`src/rtl/rx_preamble_sync.sv`:
```
// OOK receive front end: threshold calibration, bit timing recovery, preamble hunt, payload.
// Optional: define RX_PAYLOAD_RESYNC_EN to let line edges re-align the bit phase during PAYLOAD.
module rx_preamble_sync #(
    parameter int unsigned        WIDTH      = 10,
    parameter int unsigned        SPB        = 4,
    parameter int unsigned        PRE_LEN    = 8,
    parameter logic [PRE_LEN-1:0] PREAMBLE   = 8'hD5,
    parameter int unsigned        FRAME_BITS = 16,
    parameter int unsigned        CAL_LEN    = 32,
    parameter int unsigned        MIN_SWING  = 64,
    parameter int unsigned        TIMEOUT    = 1024
) (
    input  logic             i_clk,
    input  logic             reset,
    input  logic             i_start,
    input  logic [WIDTH-1:0] i_sample,
    output logic             o_busy,
    output logic             o_sync,
    output logic             o_bit,
    output logic             o_bit_valid,
    output logic             o_done,
    output logic             o_timeout,
    output logic [WIDTH-1:0] o_threshold
);

    localparam int unsigned PH_W  = $clog2(SPB + 1);
    localparam int unsigned CAL_W = $clog2(CAL_LEN + 1);
    localparam int unsigned BC_W  = $clog2(FRAME_BITS + 1);
    localparam int unsigned TO_W  = $clog2(TIMEOUT + 1);

    localparam logic [PH_W-1:0]  PH_LAST  = PH_W'(SPB - 1);
    localparam logic [PH_W-1:0]  PH_MID   = PH_W'(SPB / 2);
    localparam logic [PH_W-1:0]  PH_ONE   = PH_W'(1);
    localparam logic [CAL_W-1:0] CAL_LAST = CAL_W'(CAL_LEN - 1);
    localparam logic [BC_W-1:0]  BIT_LAST = BC_W'(FRAME_BITS - 1);
    localparam logic [TO_W-1:0]  TO_LAST  = TO_W'(TIMEOUT - 1);

    typedef enum logic [2:0] {
        StIdle,
        StCal,
        StHunt,
        StPayload,
        StDone
    } state_t;

    state_t             r_state;
    logic [WIDTH-1:0]   r_min;
    logic [WIDTH-1:0]   r_max;
    logic [CAL_W-1:0]   r_cal_cnt;
    logic [WIDTH-1:0]   r_threshold;
    logic               r_s_prev;
    logic [PH_W-1:0]    r_ph;
    logic [PRE_LEN-1:0] r_shift;
    logic [BC_W-1:0]    r_bit_cnt;
    logic [TO_W-1:0]    r_smp_cnt;
    logic               r_busy;
    logic               r_sync;
    logic               r_bit;
    logic               r_bit_valid;
    logic               r_done;
    logic               r_timeout;

    state_t             w_state_nxt;
    logic [WIDTH-1:0]   w_min_nxt;
    logic [WIDTH-1:0]   w_max_nxt;
    logic [CAL_W-1:0]   w_cal_cnt_nxt;
    logic [WIDTH-1:0]   w_threshold_nxt;
    logic [PH_W-1:0]    w_ph_nxt;
    logic [PRE_LEN-1:0] w_shift_nxt;
    logic [BC_W-1:0]    w_bit_cnt_nxt;
    logic [TO_W-1:0]    w_smp_cnt_nxt;
    logic               w_busy_nxt;
    logic               w_sync_nxt;
    logic               w_bit_nxt;
    logic               w_bit_valid_nxt;
    logic               w_done_nxt;
    logic               w_timeout_nxt;

    logic               w_s;
    logic               w_edge;
    logic [PH_W-1:0]    w_ph_inc;
    logic [PH_W-1:0]    w_ph_track;
    logic               w_decide_track;
    logic [PH_W-1:0]    w_ph_pay;
    logic               w_decide_pay;
    logic [WIDTH-1:0]   w_min_upd;
    logic [WIDTH-1:0]   w_max_upd;
    logic [WIDTH-1:0]   w_swing;
    logic               w_swing_ok;
    logic [WIDTH:0]     w_thr_sum;
    logic               w_unused_lsb;

    assign w_s = (i_sample >= r_threshold);

    // The edge sample itself is phase 0, so the following sample is phase 1.
    assign w_edge         = (w_s != r_s_prev);
    assign w_ph_inc       = (r_ph == PH_LAST) ? '0 : r_ph + 1'b1;
    assign w_ph_track     = w_edge ? PH_ONE : w_ph_inc;
    assign w_decide_track = !w_edge && (r_ph == PH_MID);

`ifdef RX_PAYLOAD_RESYNC_EN
    assign w_ph_pay     = w_ph_track;
    assign w_decide_pay = w_decide_track;
`else
    assign w_ph_pay     = w_ph_inc;
    assign w_decide_pay = (r_ph == PH_MID);
`endif

    assign w_min_upd  = (i_sample < r_min) ? i_sample : r_min;
    assign w_max_upd  = (i_sample > r_max) ? i_sample : r_max;
    assign w_swing    = w_max_upd - w_min_upd;
    assign w_swing_ok = (w_swing >= WIDTH'(MIN_SWING));
    // Midpoint needs the carry bit; the shifted-out LSB is dropped.
    assign w_thr_sum    = {1'b0, w_max_upd} + {1'b0, w_min_upd};
    assign w_unused_lsb = w_thr_sum[0];

    assign w_busy_nxt = (w_state_nxt == StCal) || (w_state_nxt == StHunt) ||
                        (w_state_nxt == StPayload);

    always_comb begin
        w_state_nxt     = r_state;
        w_min_nxt       = r_min;
        w_max_nxt       = r_max;
        w_cal_cnt_nxt   = r_cal_cnt;
        w_threshold_nxt = r_threshold;
        w_ph_nxt        = r_ph;
        w_shift_nxt     = r_shift;
        w_bit_cnt_nxt   = r_bit_cnt;
        w_smp_cnt_nxt   = r_smp_cnt;
        w_sync_nxt      = 1'b0;
        w_bit_nxt       = r_bit;
        w_bit_valid_nxt = 1'b0;
        w_done_nxt      = r_done;
        w_timeout_nxt   = 1'b0;

        unique case (r_state)
            StIdle: begin
                if (i_start) begin
                    w_state_nxt   = StCal;
                    w_min_nxt     = '1;
                    w_max_nxt     = '0;
                    w_cal_cnt_nxt = '0;
                end
            end
            StCal: begin
                w_min_nxt     = w_min_upd;
                w_max_nxt     = w_max_upd;
                w_cal_cnt_nxt = r_cal_cnt + 1'b1;
                if (r_cal_cnt == CAL_LAST) begin
                    w_min_nxt     = '1;
                    w_max_nxt     = '0;
                    w_cal_cnt_nxt = '0;
                    if (w_swing_ok) begin
                        w_threshold_nxt = w_thr_sum[WIDTH:1];
                        w_state_nxt     = StHunt;
                        w_ph_nxt        = '0;
                        w_shift_nxt     = '0;
                        w_smp_cnt_nxt   = '0;
                    end
                end
            end
            StHunt: begin
                w_ph_nxt      = w_ph_track;
                w_smp_cnt_nxt = r_smp_cnt + 1'b1;
                if (w_decide_track) begin
                    w_shift_nxt = {r_shift[PRE_LEN-2:0], w_s};
                end
                // Match is checked first so it wins over a coincident timeout.
                if (r_shift == PREAMBLE) begin
                    w_sync_nxt    = 1'b1;
                    w_bit_cnt_nxt = '0;
                    w_state_nxt   = StPayload;
                end else if (r_smp_cnt == TO_LAST) begin
                    w_timeout_nxt = 1'b1;
                    w_state_nxt   = StIdle;
                end
            end
            StPayload: begin
                w_ph_nxt = w_ph_pay;
                if (w_decide_pay) begin
                    w_bit_nxt       = w_s;
                    w_bit_valid_nxt = 1'b1;
                    w_bit_cnt_nxt   = r_bit_cnt + 1'b1;
                    if (r_bit_cnt == BIT_LAST) begin
                        w_state_nxt = StDone;
                        w_done_nxt  = 1'b1;
                    end
                end
            end
            StDone: begin
                if (i_start) begin
                    w_state_nxt   = StCal;
                    w_done_nxt    = 1'b0;
                    w_min_nxt     = '1;
                    w_max_nxt     = '0;
                    w_cal_cnt_nxt = '0;
                end
            end
            default: begin
                w_state_nxt = StIdle;
            end
        endcase
    end

    always_ff @(posedge i_clk) begin
        if (reset) begin
            r_state     <= StIdle;
            r_min       <= '1;
            r_max       <= '0;
            r_cal_cnt   <= '0;
            r_threshold <= '0;
            r_s_prev    <= 1'b0;
            r_ph        <= '0;
            r_shift     <= '0;
            r_bit_cnt   <= '0;
            r_smp_cnt   <= '0;
            r_busy      <= 1'b0;
            r_sync      <= 1'b0;
            r_bit       <= 1'b0;
            r_bit_valid <= 1'b0;
            r_done      <= 1'b0;
            r_timeout   <= 1'b0;
        end else begin
            r_state     <= w_state_nxt;
            r_min       <= w_min_nxt;
            r_max       <= w_max_nxt;
            r_cal_cnt   <= w_cal_cnt_nxt;
            r_threshold <= w_threshold_nxt;
            r_s_prev    <= w_s;
            r_ph        <= w_ph_nxt;
            r_shift     <= w_shift_nxt;
            r_bit_cnt   <= w_bit_cnt_nxt;
            r_smp_cnt   <= w_smp_cnt_nxt;
            r_busy      <= w_busy_nxt;
            r_sync      <= w_sync_nxt;
            r_bit       <= w_bit_nxt;
            r_bit_valid <= w_bit_valid_nxt;
            r_done      <= w_done_nxt;
            r_timeout   <= w_timeout_nxt;
        end
    end

    assign o_busy      = r_busy;
    assign o_sync      = r_sync;
    assign o_bit       = r_bit;
    assign o_bit_valid = r_bit_valid;
    assign o_done      = r_done;
    assign o_timeout   = r_timeout;
    assign o_threshold = r_threshold;

endmodule
```
`config.mk`:
```
export PLATFORM = sky130hd
export DESIGN_NAME = rx_preamble_sync
export DESIGN_NICKNAME = d
export VERILOG_FILES = /design/src/rtl/rx_preamble_sync.sv
export SDC_FILE = /design/constraint.sdc
export NUM_CORES = 1
export LEC_CHECK = 0
export ABC_AREA = 0
export BUFFER_PORTS_ARGS = -buffer_cell sky130_fd_sc_hd__buf_4
export CAP_MARGIN = 15
export CORE_MARGIN = 2
export CORE_UTILIZATION = 35
export CTS_CLUSTER_SIZE = 24
export DETAILED_ROUTE_END_ITERATION = 8
export PLACE_DENSITY = 0.48
export SLEW_MARGIN = 30
export SYNTH_ARGS = -nofsm -noshare
export SYNTH_HDL_FRONTEND = slang
export SYNTH_SLANG_ARGS = --single-unit
```
`constraint.sdc`:
```
create_clock -name i_clk -period 5.3 [get_ports i_clk]
set_clock_uncertainty 0.1 [all_clocks]
set_input_delay 0.53 -clock i_clk [delete_from_list [all_inputs] [get_ports i_clk]]
set_output_delay 0.53 -clock i_clk [all_outputs]
set_load 0.05 [all_outputs]
```
# After elaboration in Yosys (flattened, before gate mapping)
# Index checks and enable logic that the tools add are counted.
dict set report totals {
  regBits 73
  out_inout_bits 16
  elab_cells 113
}
dict set report classes {
  n_addsub 6
  order_cmp 4
  eq_ne 22
  mux 41
  n_bitwise 2
  reduce_logical 22
}
# cell count
set op_table {}
lappend op_table {{two-way mux 10 bit} 6}
lappend op_table {{one-hot mux 10 bit (2 select lines)} 2}
lappend op_table {{two-way mux 3 bit} 11}
lappend op_table {{two-way mux 8 bit} 3}
lappend op_table {{two-way mux 11 bit} 2}
lappend op_table {{one-hot mux 11 bit (2 select lines)} 1}
lappend op_table {{equality test 3 x 2 -> 1 bit, second input constant} 6}
lappend op_table {{one-hot mux 8 bit (2 select lines)} 1}
lappend op_table {{inequality test 2 bit, second input constant} 7}
lappend op_table {{two-way mux 6 bit} 2}
lappend op_table {{one-hot mux 3 bit (4 select lines)} 1}
lappend op_table {{one-hot mux 6 bit (2 select lines)} 1}
lappend op_table {{AND reduction 3 bit} 4}
lappend op_table {{adder 10 x 10 -> 11 bit} 1}
lappend op_table {{adder 11 x 1 -> 11 bit, second input constant} 1}
lappend op_table {{equality test 11 x 10 -> 1 bit, second input constant} 1}
lappend op_table {{>= comparator 10 bit} 1}
lappend op_table {{>= comparator 10 x 7 -> 1 bit, second input constant} 1}
lappend op_table {{> comparator 10 bit} 1}
lappend op_table {{less-than comparator 10 bit} 1}
lappend op_table {{two-way mux 5 bit} 2}
lappend op_table {{one-hot mux 5 bit (2 select lines)} 1}
lappend op_table {{subtractor 10 bit} 1}
lappend op_table {{one-hot mux 3 bit (3 select lines)} 1}
lappend op_table {{other kinds (23)} 38}

# Logic depth before layout (Yosys ltp)
dict set report depth {
  depth_word 10
  ltp_mapped 20
}

# Worst setup path before layout
# OpenSTA, ideal clock, no wires.
dict set report synth_timing {
  path_kind {input to register}
  from {input port i_sample[3]}
  to {register r_shift[0]}
  setup_time_ps 121
  arrival_time_ps 4237
  required_time_ps 5079
  setup_slack_ps 842
  path_stages 17
  path_cell_list {ha_1 -> a21o_1 -> a21o_1 -> a21oi_1 -> o211a_1 -> nor2_1 -> mux2i_1 -> inv_1 -> ha_1 -> and3b_1 -> o311a_1 -> nor4_2 -> o221ai_2 -> and3_4 -> or2_1 -> buf_2 -> mux2_4}
}
dict set report synth_between {
  elab_chain_len 6
  word_cells_on_any_way 15
  classes_between {add/sub (1); order compare (4); eq/ne (3); mux (4); reduce/logical (3)}
}
# item line
set synth_rtl {}
lappend synth_rtl {{start, declared} 16} ;# input logic [WIDTH-1:0] i_sample,
lappend synth_rtl {{> comparator 10 bit, or another cell as far along} 110} ;# assign w_max_upd = (i_sample > r_max) ? i_sample : r_max;
lappend synth_rtl {{two-way mux 10 bit, or another cell as far along} 110}
lappend synth_rtl {{subtractor 10 bit / logical NOT 1 bit (equally long branches)} {111, 99}}
lappend synth_rtl {{>= comparator 10 x 7 -> 1 bit / logical AND 1 bit (equally long branches)} {112, 99}}
lappend synth_rtl {{inequality test 2 bit (no line)} -}
lappend synth_rtl {{AND reduction 4 bit (no line)} -}
lappend synth_rtl {{end signal, assigned} 231} ;# r_shift <= w_shift_nxt;
lappend synth_rtl {{end, declared} 53} ;# logic [PRE_LEN-1:0] r_shift;
# Parallel ways exist; a longest one is shown, timed or not. The select of a mux whose other input is x is not followed.
# A chain may end at the register's enable or synchronous reset.

# Final worst setup path
dict set report layout_timing {
  from {register r_min[1]}
  to {register r_shift[0]}
}
dict set report layout_between {
  elab_chain_len 6
}
# item line
set layout_rtl {}
lappend layout_rtl {{start, declared} 47} ;# logic [WIDTH-1:0] r_min;
lappend layout_rtl {{start signal, assigned} 225} ;# r_min <= w_min_nxt;
lappend layout_rtl {{less-than comparator 10 bit} 109} ;# assign w_min_upd = (i_sample < r_min) ? i_sample : r_min;
lappend layout_rtl {{two-way mux 10 bit (*)} 109}
lappend layout_rtl {{subtractor 10 bit (*)} 111} ;# assign w_swing = w_max_upd - w_min_upd;
lappend layout_rtl {{>= comparator 10 x 7 -> 1 bit (*)} 112} ;# assign w_swing_ok = (w_swing >= WIDTH'(MIN_SWING));
lappend layout_rtl {{inequality test 2 bit (no line) (*)} -}
lappend layout_rtl {{AND reduction 4 bit (no line) (*)} -}
# Mark *: on every way between the ends. The rest lies on a longest branch, timed or not.

==> impl_metrics.yaml <==
synthesis:
  ys.warnings.count: 0
  syn_nets: 650
  syn_area_per_cell_um2: 8.23
  async_flop_share_pct: 0
  synth_top_flop_cell: "dfxtp_1"
  ys_ff_latch: 73
  synth_cell_types: 61
  netlist_instances: 581
  synth_edf_count: 0
  syn-cell-area_um2: 4780
  yosysSeqAreaShare_pct: 30.6
power_and_ir_drop:
  power_mw: 1.53
  peakVddDrop_mv: 0.138
  p_leak_nw: 2.30
  powerDensity_nw_per_um2: 280
floorplan:
  initial_core_util_pct: 36.0
  die_h_um: 121
  dieWidth_um: 121
  dieArea_um2: 14600
  ioPinCount: 29
  row_count: 42
  core_area_um2: 13300
status:
  status: "finished, final reports clean"
final_layout:
  drive_above_1_share_pct: 11.7
  antennaDiodeCount: 0
  finalNetCount: 673
  areaGrowthSynthToFinish_pct: 14.2
setup_path:
  worstRegToRegCells: 16
  crit_fanout: 20
  cp_slowest_stage_delay_ns: 0.72
  cp.arrival_ns: 4.93
  rr_startpoint: "r_min[1]"
  slowest_stage: "o21bai_1"
  path_cells: "inv_1 -> ha_1 -> a21o_1 -> a21o_1 -> a21oi_1 -> o21bai_1 -> mux2_2 -> inv_1 -> ha_1 -> and3b_1 -> o311a_1 -> o31a_1 -> o221ai_2 -> and3_4 -> or2_1 -> mux2_4"
  r2r-end: "r_shift[0]"
  required_ns: 5.44
  reg2reg_slack_ns: 0.50
  critPathLaunchType: "register"
  endpoint_kind: "register"
  crit_type: "register to register"
global_routing:
  gr-usage-all-layers_pct: 17.6
  antenna_found_initial: 0
  grt_overflow: 0
  grt_max_degree: 60
  grt_pass1_wl_mm: 19.9
  grt_pass1_vias: 3831
min_path:
  hold_depth: 3
  hold_path.class: "primary input to register"
  hold_start: "i_sample[0]"
  min_to: "r_max[0]"
routing:
  drt_pass1_iterations: 4
  drt_wl_total_mm: 12.1
  drc: 0
  num_vias: 4037
  drt_iter0_drc: 249
  post_drt_wl_per_cell_um: 15.4
  postRouteAntennaNets: 0
  viasPerCell: 5.16
timing:
  hold_violations: 0
  setup_viol: 0
  slew_viol_final: 0
  finalSetupTns_ns: 0
  slew_headroom_pct: 39.9
  fmax_mhz: 209
  rsz0062_at_grt: "false"
  period_share_pct: 90.5
  worstMarginPinSlew_ns: 0.899
  post-route-min-period_ns: 4.80
clocking:
  clkTransAtPathRegs_ns: 0.06
  post_cts_buffers: 0
  cts_resized: 0
  cts_hold_buf: 0
  cts_tree: "done"
  htree_levels: 3
  numCtsBuffers: 9
  numClockSinks: 73
  clockBufferDepth: 2
  root_buffer: "clkbuf_16"
  clock_latency_ns: 0.35
place:
  numPortBuffers: 28
  place_hpwl_mm: 8.97
  gp_congestion: 0.847
flow_run:
  cap_violations: 0
-- where the power goes --
part / internal [mW] / switching, mW
Sequential: 0.562 / 0.0112
Combinational: 0.128 / 0.188
Clock: 0.405 / 0.234
-- how the worst max path moves through the flow --
stage,end,depth (start not counted),startpoint
3_5_place_dp,r_shift[0],16,i_sample[1]
4_1_cts,r_shift[0],16,r_min[1]
6_report,r_shift[0],16,r_min[1]
5_1_grt,r_shift[0],16,r_min[6]
2_1_floorplan,r_shift[0],17,i_sample[3]
3_3_place_gp,r_shift[0],16,i_sample[1]
-- placed cells by master (no fill, tap or decap), drive strengths merged, types with 3 or more instances in the layout --
master	count
nor2	60
a211oi	3
o31ai	3
mux2i	25
buf	34
xnor2	9
nor3	12
nand2b	13
a21o	7
nor3b	3
nand4	9
o21bai	4
a31oi	3
o211ai	3
xor2	12
nor2b	8
clkbuf	10
o21a	7
nand3b	5
nand3	7
or2	9
dfxtp	73
a311oi	3
inv	49
ha	54
nand2	50
a21oi	38
o21ai	43
and3	7
mux2	10
-- flip-flops by register name (all words and copies together), names as in the netlist --
signal / count
o_timeout: 1
o_done: 1
r_shift: 8
r_state: 3
r_smp_cnt: 11
o_threshold: 10
o_bit_valid: 1
r_max: 10
o_busy: 1
r_ph: 3
r_min: 10
r_bit_cnt: 5
r_s_prev: 1
o_sync: 1
o_bit: 1
r_cal_cnt: 6
-- cell usage after synthesis, drive strengths merged, types with 2 or more instances --
library cell  number  share of area (%)
nor2b              8                1.0
nand4b             2               0.37
nand4              9                1.2
nand3b             5               0.79
ha                54                 14
nor3              12                1.3
and3               7                1.0
inv               49                3.8
buf                5               0.71
nor2              60                4.7
o31ai              3               0.47
o211ai             3               0.47
a21o               7                1.1
a21oi             38                4.0
o21ai             43                4.5
mux2i             25                5.2
o21a               7                1.1
nor3b              3               0.58
clkbuf            17                1.3
or4b               2               0.42
a311oi             3               0.55
dfxtp             73                 31
nand3              7               0.73
o21bai             4               0.63
mux2              10                2.4
or3                2               0.26
a31oi              3               0.39
or2                9                1.2
a211oi             3               0.47
nand2             50                3.9
xor2              12                2.2
fa                 2               0.84
nand2b            13                1.7
o31a               2               0.37
xnor2              9                1.6
-- metrics by stage --
stage	utilization (%)	std cells	hold WS (ns)	cell area, um2	worst slack, ns
floorplan	-	581	0.337	4780	0.842
global placement	38.8	769	0.356	5160	0.311
detailed placement	38.8	769	0.360	5160	0.230
CTS	41.1	783	0.355	5460	0.514
global route	41.1	783	0.384	5460	0.246
finish	41.1	783	0.364	5460	0.505
-- worst max-delay path: cells and delay by family (launching register included) --
family,cells,cell delay [ns]
and+or+nand+nor,3,0.90
AOI/OAI and AO/OA,7,1.94
DFF,1,0.36
buffers and inverters,2,0.12
adders and majority gates,2,0.48
muxes,2,0.77
-- per-layer routing --
metal / routed length (um) / vias up / GRT usage [%]
li1: - / 2054 / -
met1: 6310 / 1912 / 25.5
met2: 5140 / 55 / 25.6
met3: 394 / 16 / 2.91
met4: 236 / 0 / 7.49
met5: 0 / - / 0
-- logic make-up (layout without fill, tap and decap cells) --
group | Yosys count | count (layout) | share of synthesized area, %
compound gates | 127 | 127 | 16.2
mux | 35 | 35 | 7.67
buf+inv | 71 | 97 | 5.89
xor+xnor | 21 | 21 | 3.85
fa+ha+maj | 56 | 56 | 15.0
simple gates | 198 | 198 | 20.8
flops | 73 | 73 | 30.6
-- cell type report --
type | count | area [um2]
clock buffers | 10 | 229
clock inverters | 4 | 70.1
fillers | 1362 | 7840
inverters | 49 | 184
multi-input cells | 437 | 3040
flip-flops and latches | 73 | 1460
well taps | 176 | 220
repair buffers | 34 | 255
No activity file was read; power rests on OpenSTA's default activity.
